===== src/rtl/feedback_loop_inverse_if.sv =====
// Valid/ready stream bundle for feedback_loop_inverse: y samples in, x samples out,
// plus the delivered-sample counter. The decoder connects to the slave modport and
// the source/consumer side uses master.
interface feedback_loop_inverse_if #(
    parameter int W     = 8,
    parameter int CNT_W = 16
);
    logic                in_valid;
    logic                in_ready;
    logic signed [W-1:0] in_data;
    logic                out_valid;
    logic                out_ready;
    logic signed [W-1:0] out_data;
    logic [CNT_W-1:0]    sample_cnt;

    modport master (
        output in_valid,
        output in_data,
        output out_ready,
        input  in_ready,
        input  out_valid,
        input  out_data,
        input  sample_cnt
    );

    modport slave (
        input  in_valid,
        input  in_data,
        input  out_ready,
        output in_ready,
        output out_valid,
        output out_data,
        output sample_cnt
    );
endinterface


===== src/rtl/feedback_loop_inverse.sv =====
// feedback_loop_inverse: recovers x[n] = y[n] - (y[n-1] >>> LEAK_SHIFT) mod 2^W from
// the feedback-loop output stream. A 2-entry skid buffer (head register + skid)
// keeps full throughput while in_ready stays a registered output.
// Optional feature macro: FEEDBACK_INV_RESYNC_EN adds the resync input, which clears
// the decode history after the current cycle's accept without touching buffered data.
module feedback_loop_inverse #(
    parameter int W          = 8,
    parameter int LEAK_SHIFT = 0,
    parameter int CNT_W      = 16
) (
    input  logic                  system1000,
    input  logic                  system1000_rst,
`ifdef FEEDBACK_INV_RESYNC_EN
    input  logic                  resync,
`endif
    feedback_loop_inverse_if.slave bus
);

    typedef enum logic [1:0] {
        ST_EMPTY = 2'd0,
        ST_ONE   = 2'd1,
        ST_TWO   = 2'd2
    } state_t;

    state_t              state_q, state_d;
    logic signed [W-1:0] y_prev_q, y_prev_d;
    logic signed [W-1:0] out_q, out_d;
    logic signed [W-1:0] skid_q, skid_d;
    logic                in_ready_q, in_ready_d;
    logic                out_valid_q, out_valid_d;
    logic [CNT_W-1:0]    cnt_q, cnt_d;

    logic                accept_s;
    logic                pop_s;
    logic signed [W-1:0] x_s;

    assign accept_s = bus.in_valid & in_ready_q;
    assign pop_s    = out_valid_q & bus.out_ready;
    // Wrap-around subtraction: no saturation, the result is simply truncated to W bits.
    assign x_s      = bus.in_data - (y_prev_q >>> LEAK_SHIFT);

    assign bus.in_ready   = in_ready_q;
    assign bus.out_valid  = out_valid_q;
    assign bus.out_data   = out_q;
    assign bus.sample_cnt = cnt_q;

    // Decode history: follows accepted y only; resync clears it after this cycle's accept.
    always_comb begin
        y_prev_d = y_prev_q;
        if (accept_s) begin
            y_prev_d = bus.in_data;
        end else begin
            y_prev_d = y_prev_q;
        end
`ifdef FEEDBACK_INV_RESYNC_EN
        if (resync) begin
            y_prev_d = {W{1'b0}};
        end else begin
            y_prev_d = y_prev_d;
        end
`endif
    end

    // Skid-buffer next state, data movement and registered handshake outputs.
    always_comb begin
        state_d = state_q;
        out_d   = out_q;
        skid_d  = skid_q;
        case (state_q)
            ST_EMPTY: begin
                if (accept_s) begin
                    out_d   = x_s;
                    state_d = ST_ONE;
                end else begin
                    state_d = ST_EMPTY;
                end
            end
            ST_ONE: begin
                if (accept_s && pop_s) begin
                    out_d   = x_s;
                    state_d = ST_ONE;
                end else if (accept_s) begin
                    skid_d  = x_s;
                    state_d = ST_TWO;
                end else if (pop_s) begin
                    state_d = ST_EMPTY;
                end else begin
                    state_d = ST_ONE;
                end
            end
            ST_TWO: begin
                if (pop_s) begin
                    out_d   = skid_q;
                    state_d = ST_ONE;
                end else begin
                    state_d = ST_TWO;
                end
            end
            default: begin
                state_d = ST_EMPTY;
            end
        endcase
        in_ready_d  = (state_d != ST_TWO);
        out_valid_d = (state_d != ST_EMPTY);
        cnt_d       = cnt_q + {{(CNT_W-1){1'b0}}, pop_s};
    end

    // State and datapath registers; async reset discards buffered samples and history.
    always_ff @(posedge system1000 or posedge system1000_rst) begin
        if (system1000_rst) begin
            state_q     <= ST_EMPTY;
            y_prev_q    <= {W{1'b0}};
            out_q       <= {W{1'b0}};
            skid_q      <= {W{1'b0}};
            in_ready_q  <= 1'b1;
            out_valid_q <= 1'b0;
            cnt_q       <= {CNT_W{1'b0}};
        end else begin
            state_q     <= state_d;
            y_prev_q    <= y_prev_d;
            out_q       <= out_d;
            skid_q      <= skid_d;
            in_ready_q  <= in_ready_d;
            out_valid_q <= out_valid_d;
            cnt_q       <= cnt_d;
        end
    end

endmodule


===== src/flat_wrapper.sv =====
// flat-port wrapper written by rule: the top's interface ports become plain ports
module feedback_loop_inverse_flat 
#(
    parameter int W          = 8,
    parameter int LEAK_SHIFT = 0,
    parameter int CNT_W      = 16
)
  (system1000, system1000_rst, bus_in_valid, bus_in_data, bus_out_ready, bus_in_ready, bus_out_valid, bus_out_data, bus_sample_cnt);
  feedback_loop_inverse_if #(.W(W), .CNT_W(CNT_W)) bus_i ();
  input  logic system1000;
  input  logic system1000_rst;
  input wire logic [$bits(bus_i.in_valid)-1:0] bus_in_valid;
  input wire logic [$bits(bus_i.in_data)-1:0] bus_in_data;
  input wire logic [$bits(bus_i.out_ready)-1:0] bus_out_ready;
  output wire logic [$bits(bus_i.in_ready)-1:0] bus_in_ready;
  output wire logic [$bits(bus_i.out_valid)-1:0] bus_out_valid;
  output wire logic [$bits(bus_i.out_data)-1:0] bus_out_data;
  output wire logic [$bits(bus_i.sample_cnt)-1:0] bus_sample_cnt;
  assign bus_i.in_valid = bus_in_valid;
  assign bus_i.in_data = bus_in_data;
  assign bus_i.out_ready = bus_out_ready;
  assign bus_in_ready = bus_i.in_ready;
  assign bus_out_valid = bus_i.out_valid;
  assign bus_out_data = bus_i.out_data;
  assign bus_sample_cnt = bus_i.sample_cnt;
  feedback_loop_inverse #(.W(W), .LEAK_SHIFT(LEAK_SHIFT), .CNT_W(CNT_W)) u_core (.system1000(system1000), .system1000_rst(system1000_rst), .bus(bus_i));
endmodule

===== config.mk =====
export PLATFORM = sky130hd
export DESIGN_NAME = feedback_loop_inverse_flat
export DESIGN_NICKNAME = d
export VERILOG_FILES = /design/src/rtl/feedback_loop_inverse_if.sv /design/src/rtl/feedback_loop_inverse.sv /design/src/flat_wrapper.sv
export SDC_FILE = /design/constraint.sdc
export NUM_CORES = 1
export LEC_CHECK = 0
export ABC_AREA = 1
export BUFFER_PORTS_ARGS = -buffer_cell sky130_fd_sc_hd__buf_2
export CELL_PAD_IN_SITES_DETAIL_PLACEMENT = 1
export CELL_PAD_IN_SITES_GLOBAL_PLACEMENT = 1
export CORE_ASPECT_RATIO = 1.25
export CORE_UTILIZATION = 38
export CTS_CLUSTER_SIZE = 25
export DETAILED_ROUTE_END_ITERATION = 8
export GPL_TIMING_DRIVEN = 0
export HOLD_SLACK_MARGIN = 0.05
export PLACE_DENSITY_LB_ADDON = 0.1
export SLEW_MARGIN = 10
export SYNTH_ARGS = -nofsm -noshare
export SYNTH_HDL_FRONTEND = slang
export SYNTH_SLANG_ARGS = --single-unit

===== constraint.sdc =====
create_clock -name system1000 -period 2.1 [get_ports system1000]
set_clock_uncertainty 0.2 [all_clocks]
set_input_delay 0.105 -clock system1000 [delete_from_list [all_inputs] [get_ports system1000]]
set_output_delay 0.105 -clock system1000 [all_outputs]
set_load 0.01 [all_outputs]

==> impl_metrics.json, run 1 <==
{
  "reg2reg_slack_ps": 130,
  "antenna_found_initial": 0,
  "area_growth_pct": 26.8,
  "critPathKind": "in2reg",
  "ctsLongestPathBuffers": 2,
  "crit_path_end_kind": "flip-flop",
  "finalNetCount": 349,
  "power_density_nw_per_um2": 1300,
  "n_antenna_cell": 0,
  "gp_congestion": 0.768,
  "p_sw_mw": 1.56,
  "reg2reg_to": "u_core.bus.out_data[2]",
  "cp.required_ps": 2080,
  "final_util_pct": 50.4,
  "tightestPinTransition_ps": 369,
  "ys_seq_elements": 44,
  "p_leak_nw": 1.55,
  "syn_inst": 263,
  "drtPass1Iterations": 4,
  "cts_tree": "built",
  "worstPathArrival_ps": 1990,
  "synth_cell_type_count": 36,
  "fp.coreArea_sq_um": 5820,
  "synth_area_leaders": "dfrtp_1, nand2_1, ha_1, inv_1, xor2_1",
  "synth_nets": 287,
  "synthesis.area_sq_um": 2310,
  "drv_slew": 0,
  "status": "finished clean",
  "worst_slack_ps": 89.6,
  "cp-start-kind": "input port",
  "cp_cell_sequence": "dlygate4sd3_1, buf_2, nand2_4, inv_4, buf_6, ha_1, nand3b_4, nor2_8, inv_2, nor3b_2, a21oi_1",
  "synth_area_per_cell_sq_um": 8.79,
  "rows": 31,
  "finalSetupViolCount": 0,
  "maxCapViolCount": 0,
  "numCtsBuffers": 5,
  "routedWlPerCell_um": 13.3,
  "path_clk_slew_ps": 80,
  "grt_pass1_vias": 1955,
  "drive_gt1_share_pct": 25.2,
  "hp-class": "in2reg",
  "synth_top_area_cell": "dfrtp_1",
  "synth_top_cell_area_share_pct": 46.5,
  "drtAntennaViolNets": 0,
  "power_mw": 3.82,
  "grt_max_degree": 31,
  "hold_viol_final": 0,
  "seqPwrFrac_pct": 35.7,
  "max_freq_mhz": 497,
  "multi_input_area_sq_um": 1120,
  "power_switching_share_pct": 40.8,
  "final_common_cell": "nand2_1",
  "seqCellArea_sq_um": 1100,
  "hold_ws_ps": 90.7,
  "min_from": "bus_out_ready",
  "intPower_mw": 2.26,
  "most-common-layout-cells": "nand2_1, dfrtp_1, buf_2",
  "relSlewSlack_pct": 75.4,
  "period_share_pct": 95.7,
  "whs_endpoint": "u_core.state_q[1]",
  "max_stage_delay_ps": 550,
  "dp_hpwl_um": 3820,
  "fin_crit_ps": 2010,
  "port-buffer-count": 37,
  "grt_pass1_wl_um": 8500,
  "cts_root_buffer": "clkbuf_8",
  "cts-htree-levels": 2,
  "clock-sinks": 44,
  "hold_depth": 5,
  "overflow": 0,
  "fillCellCount": 714,
  "synth_warnings": 0,
  "fp.dieW_um": 71.8,
  "via_count": 1900,
  "critical_path.max_fanout": 11,
  "yosysSeqAreaShare_pct": 47.7,
  "comb_power_share_pct": 49.8,
  "clockPowerShare_pct": 14.5,
  "clk_latency_ps": 290,
  "via_per_inst": 4.85,
  "slowest_stage": "dlygate4sd3_1",
  "grt_usage_pct": 17.2,
  "initial_core_util_pct": 39.7,
  "drc": 0,
  "r2r_cells": 9,
  "dieArea_sq_um": 6400,
  "ios": 38,
  "drt_iter0_drc": 66,
  "dp_slack_ps": -266,
  "drt_wl_total_um": 5220,
  "timing.rr.start": "u_core.bus.in_ready",
  "ir_drop_mv": 0.446,
  "die_h_um": 89.2
}
worst max-delay path, delay by kind of cell:
| kind | cells | cell delay, ps |
|---|---|---|
| AO/OA/AOI/OAI | 1 | 50 |
| buffers and inverters | 5 | 980 |
| adder cells (fa/ha/maj) | 1 | 200 |
| AND/OR/NAND/NOR | 4 | 630 |
layout make-up:
cell class                      count  area share (%)
Buffer                              3            1.15
Sequential cell                    44            37.6
Multi-Input combinational cell    185            38.2
Timing Repair Buffer               55            13.1
Inverter                           31            4.05
Clock inverter                      2           0.341
Tap cell                           66            2.82
Clock buffer                        6            2.82
registers in the layout, summed over array words and instances, names as in the netlist:
name / flops
u_core.y_prev_q: 8
u_core.state_q: 2
u_core.bus.in_ready: 1
u_core.bus.sample_cnt: 16
u_core.skid_q: 8
u_core.bus.out_valid: 1
u_core.bus.out_data: 8
synthesized netlist by cell type, drive strengths merged:
cell	n
nand2	77
dfrtp	43
inv	31
nor2	23
nand3	17
o21ai	16
xor2	12
ha	11
a21oi	5
xnor2	4
buf	3
nand3b	3
nor3	3
or2	3
a31oi	2
mux2i	2
nor3b	2
a22oi	1
and2	1
dfstp	1
fa	1
nand2b	1
nand4	1
logic make-up (layout without fill, tap and decap cells):
family          Yosys count  in the layout  synth area share [%]
simple gates            131            131                  26.9
flops                    44             44                  47.7
buf+inv                  34             97                  6.06
compound gates           24             24                  5.57
xor+xnor                 16             16                  6.06
fa+ha+maj                12             12                  6.82
mux                       2              2                 0.866
stage by stage:
step | setup TNS, ps | std cells | area, sq um
floorplan | 0 | 263 | 2310
global placement | -2170 | 366 | 2580
detailed placement | -2210 | 367 | 2600
CTS | 0 | 386 | 2820
global route | -35.7 | 392 | 2930
finish | 0 | 392 | 2930
power by group through the flow:
stage               Clock (mW)  Sequential, mW  Combinational, mW
global route             0.611            1.40               2.18
CTS                      0.586            1.36               1.77
finish                   0.553            1.36               1.90
detailed placement           0            1.38               1.70
global placement             0            1.36               1.65
floorplan                    0            1.42               1.14
worst max-delay path by stage:
stage	endpoint	slack [ps]	from
global placement	u_core.bus.out_data[2]	-260	u_core.bus.in_ready
detailed placement	u_core.bus.out_data[2]	-270	u_core.bus.in_ready
finish	u_core.skid_q[4]	90	bus_in_valid
CTS	u_core.bus.out_data[2]	20	u_core.bus.in_ready
floorplan	u_core.bus.out_data[2]	70	u_core.bus.in_ready
global route	u_core.bus.sample_cnt[12]	-40	u_core.bus.out_valid
routing by layer:
layer  track usage, %  share of wire, %  vias to the layer above
li1                 -                 -                      948
met1             19.4                41                      923
met2             33.1                56                       25
met3             3.04               2.2                        4
met4             4.81              0.67                        0
met5                0                 0                        -
repair_timing:
item,in CTS,in global routing
endpoints found under the setup margin,16,13
gates resized for setup,5,14
buffers inserted,0,3
pin swaps,0,8
hold buffers,11,2
gates cloned,0,1
endpoints found under the hold margin,51,5
Note: power is estimated with default switching activity, not from simulation.
==> run 2: changes to the inputs <==
Settings changed: BUFFER_PORTS_ARGS -buffer_cell sky130_fd_sc_hd__buf_2 to -buffer_cell sky130_fd_sc_hd__clkbuf_2.
==> run 2 against run 1 <==
Compared with the run above:
- final area shrank 2.0%
- combinational power fell by 4%
- count of clock-buffer cells in the layout is the same
- first-iteration DRC count fell by 1.5%
- hold slack lost 26 ps
- sequential cell count is the same
- via count rose by 0.95%
- sequential power barely moved
- global-route usage up 0.55 points
- total power down 2.4%
- register-to-register slack got worse by 50 ps
- sequential share of layout area rose by 0.75 points
- critical path type is now reg2reg
==> impl_metrics.json, run 2 (synthesis results as in run 1) <==
{
  "die_h_um": 89.2,
  "rows": 31,
  "cts_tree": "built",
  "maxCapViolCount": 0,
  "worstPathArrival_ps": 2000,
  "status": "finished clean",
  "seqCellArea_sq_um": 1100,
  "largest_reg_flops": 16,
  "n_antenna_cell": 0,
  "antenna_found_initial": 0,
  "drtPass1Iterations": 2,
  "critical_path.max_fanout": 5,
  "min_from": "bus_in_valid",
  "cts_root_buffer": "clkbuf_8",
  "fp.coreArea_sq_um": 5820,
  "power_density_nw_per_um2": 1300,
  "cts-htree-levels": 2,
  "finalSetupViolCount": 0,
  "critPathKind": "reg2reg",
  "timing.rr.start": "u_core.bus.out_valid",
  "drt_wl_total_um": 5250,
  "hold_depth": 5,
  "grt_max_degree": 36,
  "reg2reg_to": "u_core.bus.sample_cnt[10]",
  "overflow": 0,
  "via_per_inst": 4.92,
  "dp_hpwl_um": 3760,
  "drive_gt1_share_pct": 24.4,
  "area_growth_pct": 24.4,
  "port-buffer-count": 37,
  "rsz0062_at_grt": "yes",
  "reg2reg_slack_ps": 80,
  "hp-class": "in2reg",
  "final_common_cell": "nand2_1",
  "via_count": 1918,
  "path_clk_slew_ps": 80,
  "worst_slack_ps": 83.9,
  "gp_congestion": 0.762,
  "numCtsBuffers": 5,
  "dieArea_sq_um": 6400,
  "crit_path_end_kind": "flip-flop",
  "clock-sinks": 44,
  "multi_input_area_sq_um": 1110,
  "cp.required_ps": 2090,
  "max_freq_mhz": 496,
  "grt_usage_pct": 17.7,
  "ios": 38,
  "hold_viol_final": 0,
  "ir_drop_mv": 0.438,
  "fillCellCount": 726,
  "drc": 0,
  "r2r_cells": 9,
  "routedWlPerCell_um": 13.5,
  "drtAntennaViolNets": 0,
  "dp.cells": 367,
  "grt_pass1_wl_um": 8690,
  "most-common-layout-cells": "nand2_1, dfrtp_1, clkbuf_2",
  "initial_core_util_pct": 39.7,
  "p_leak_nw": 1.52,
  "tightestPinTransition_ps": 334,
  "ctsLongestPathBuffers": 2,
  "drv_slew": 0,
  "drt_iter0_drc": 65,
  "relSlewSlack_pct": 77.5,
  "fp.dieW_um": 71.8,
  "finalNetCount": 348,
  "period_share_pct": 96.0,
  "clk_latency_ps": 300,
  "dp_slack_ps": -311,
  "whs_endpoint": "u_core.skid_q[1]",
  "fin_crit_ps": 2020,
  "cp-start-kind": "flip-flop",
  "grt_pass1_vias": 1901,
  "final_cells": 390
}
[run 2: cell count changes in the layout (fill, tap and decap cells not counted), sizes merged]
cell | before | now
clkbuf | 7 | 42
clkinv | 2 | 1
buf | 44 | 9
dlygate4sd3 | 13 | 12
[run 2: stage by stage]
step | hold slack (ps) | setup TNS, ps | area (sq um) | util (%) | total power [mW]
2_1_floorplan | 14.6 | 0 | 2310 | - | 2.56
3_3_place_gp | 126 | -2270 | 2580 | 44.4 | 3.02
3_5_place_dp | -162 | -2320 | 2600 | 44.7 | 3.08
4_1_cts | 62.6 | 0 | 2830 | 48.7 | 3.75
5_1_grt | 87.7 | -130 | 2880 | 49.4 | 4.08
6_report | 64.3 | 0 | 2880 | 49.4 | 3.72
[run 2: worst max-delay path, stage by stage (launching register included)]
cell and delay [ps]:
dfrtp_1 380, nand2_2 100, inv_2 80, ha_2 180
ha_2 190, nand2_2 80, nor3b_4 310, nand3_2 130
buf_4 150, xnor2_1 110
[run 2: worst max path at each step]
| stage | depth (start not counted) | to | startpoint |
|---|---|---|---|
| finish | 9 | u_core.bus.sample_cnt[10] | u_core.bus.out_valid |
| global route | 9 | u_core.bus.sample_cnt[12] | u_core.bus.out_valid |
| CTS | 9 | u_core.bus.out_data[2] | u_core.bus.in_ready |
| detailed placement | 9 | u_core.bus.out_data[2] | u_core.bus.in_ready |
| global placement | 9 | u_core.bus.out_data[2] | u_core.bus.in_ready |
| floorplan | 9 | u_core.bus.out_data[2] | u_core.bus.in_ready |
[run 2: routing by layer]
metal | GRT usage (%) | part of all wire, % | routed length, um
met5 | 0 | 0 | 0
met3 | 3.72 | 2.2 | 116
met1 | 20.8 | 44 | 2290
met4 | 5.88 | 1.3 | 68
met2 | 32.3 | 53 | 2780
[run 2: report_power, final]
group	internal [mW]	switching (mW)
registers	1.17	0.201
clock network	0.227	0.297
logic	0.759	1.07
[run 2: layout make-up]
| class | instances | area share, % |
|---|---|---|
| flip-flops and latches | 44 | 38.3 |
| well taps | 66 | 2.87 |
| repair buffers | 55 | 12.6 |
| inverters | 31 | 4.22 |
| plain buffers | 2 | 0.653 |
| multi-input cells | 185 | 38.6 |
| clock buffers | 6 | 2.52 |
| clock inverters | 1 | 0.174 |
[run 2: what timing repair did]
item | 4_1_cts | 5_1_grt
gates resized for setup | 6 | 11
setup endpoints to repair | 14 | 14
setup buffers | 1 | 4
hold buffers | 12 | 0
pin swaps | 1 | 9
cloned | 1 | 0
endpoints found under the hold margin | 53 | 0
==> run 3: changes to the inputs <==
Settings changed: CORE_UTILIZATION 38 to 40, HOLD_SLACK_MARGIN 0.05 to 0.02.
Clock period 2.1 ns to 2.3 ns, I/O delays scaled along.
==> run 3 against run 2 <==
Compared with the run above:
- combinational power is 15% lower
- global-route usage rose by 0.53 points
- die area decreased by 4.9%
- core utilization is 1.6 points higher
- first-iteration DRC count is 20% lower
- register-to-register slack improved by 110 ps
- sequential cell count did not move
- largest cell class is now registers
==> impl_metrics.json, run 3 (synthesis results as in run 1) <==
{
  "status": "finished clean",
  "area_growth_pct": 21.7,
  "rsz0062_at_grt": "no",
  "maxCapViolCount": 0,
  "most-common-layout-cells": "nand2_1, dfrtp_1, clkbuf_2",
  "die_h_um": 87.0,
  "fp.coreArea_sq_um": 5520,
  "wl_met2_um": 2740,
  "numCtsBuffers": 5,
  "top_layer": "met4",
  "tightestPinTransition_ps": 426,
  "grt_pass1_wl_um": 8740,
  "drtAntennaViolNets": 0,
  "wl_met3_um": 108,
  "finalSetupViolCount": 0,
  "routedWlPerCell_um": 13.2,
  "hp-class": "in2reg",
  "post_cts_buffers": 0,
  "drtPass1Iterations": 4,
  "gp_congestion": 0.749,
  "finalNetCount": 340,
  "cts-htree-levels": 2,
  "crit_path_end_kind": "flip-flop",
  "via_count": 1876,
  "initial_core_util_pct": 41.9,
  "drive_gt1_share_pct": 21.1,
  "path_clk_slew_ps": 90,
  "drt_iter0_drc": 52,
  "p_leak_nw": 1.51,
  "cp.required_ps": 2280,
  "ctsLongestPathBuffers": 2,
  "cts_tree": "built",
  "overflow": 0,
  "final_util_pct": 51.0,
  "rows": 30,
  "clk_latency_ps": 290,
  "cp-start-kind": "flip-flop",
  "n_antenna_cell": 0,
  "worstPathArrival_ps": 2090,
  "antenna_found_initial": 0,
  "drt-met1-wl_um": 2140,
  "period_share_pct": 91.7,
  "port-buffer-count": 37,
  "max_freq_mhz": 474,
  "crit_family": "flip-flops",
  "dieArea_sq_um": 6090,
  "grt_pass1_vias": 1940,
  "critPathKind": "reg2reg",
  "critical_path_buf_inv_count": 2,
  "finalSetupTns_ps": 0,
  "ir_drop_mv": 0.549,
  "critical_path.max_fanout": 15,
  "fin_crit_ps": 2110,
  "cp_cell_sequence": "nand2_2, inv_2, ha_1, nand3b_4, nand3_4, buf_6, nand2_1, o21ai_0",
  "grt_usage_pct": 18.3,
  "power_mw": 3.42,
  "clock-sinks": 44,
  "largest_reg_flops": 16,
  "drv_slew": 0,
  "hold_viol_final": 0,
  "drc": 0,
  "via_per_inst": 4.92,
  "power_density_nw_per_um2": 1220,
  "max_stage_delay_ps": 550,
  "dp_hpwl_um": 3820,
  "drt_wl_total_um": 5050,
  "relSlewSlack_pct": 71.6,
  "fp.dieW_um": 70.0,
  "grt_max_degree": 28,
  "cts_root_buffer": "clkbuf_8",
  "final_common_cell": "nand2_1",
  "slowest_stage": "dfstp_2",
  "ios": 38
}
[run 3: final timing paths]
check / startpoint / end / slack [ps] / depth (start not counted)
worst max-delay path: u_core.bus.in_ready / u_core.bus.out_data[2] / 190 / 8
worst min-delay path: bus_in_valid / u_core.y_prev_q[0] / 60 / 3
worst max register to register: u_core.bus.in_ready / u_core.bus.out_data[2] / 190 / 8
worst min register to register: u_core.bus.sample_cnt[15] / u_core.bus.sample_cnt[15] / 270 / 1
max in group asynchronous: system1000_rst / u_core.bus.sample_cnt[6] / 1270 / 4
min in group asynchronous: system1000_rst / u_core.bus.sample_cnt[3] / 140 / 3
[run 3: area by class of cell]
type	count	area (sq um)
Buffer	2	18.8
Clock buffer	6	82.6
Clock inverter	2	38.8
Fill cell	687	2700
Inverter	31	116
Multi-Input combinational cell	185	1080
Sequential cell	44	1100
Tap cell	64	80.1
Timing Repair Buffer	47	295
[run 3: what timing repair did]
item / 4_1_cts / 5_1_grt
hold buffers: 9 / 0
setup endpoints to repair: 11 / 10
hold endpoints to repair: 52 / 0
gates resized for setup: 3 / 0
[run 3: metal layers]
layer,track usage (%),vias to the layer above
met5,0,-
met4,5.45,0
met3,3.13,7
met2,33.7,22
met1,21.7,915
li1,-,932
[run 3: worst reg2reg max path: cells and delay by family, from the launching register on]
family          cells  cell delay (ps)
flops               1              550
simple gates        4              530
buf+inv             2              440
fa+ha+maj           1              200
compound gates      1               80
[run 3: where the power goes]
part           switching [mW]  internal [mW]  leakage [nW]
combinational           0.941          0.606         0.909
sequential              0.181           1.06         0.541
clock                   0.274          0.355        0.0614
total                    1.40           2.02          1.51
[run 3: stage by stage]
stage               hold WS [ps]  instance area (sq um)  setup WS (ps)  instances
global placement             139                   2580           -186        364
finish                      57.9                   2810            190        381
CTS                         47.4                   2820           46.1        382
floorplan                   24.6                   2310            178        263
global route                 101                   2810           8.04        381
detailed placement         -78.7                   2600           -229        365
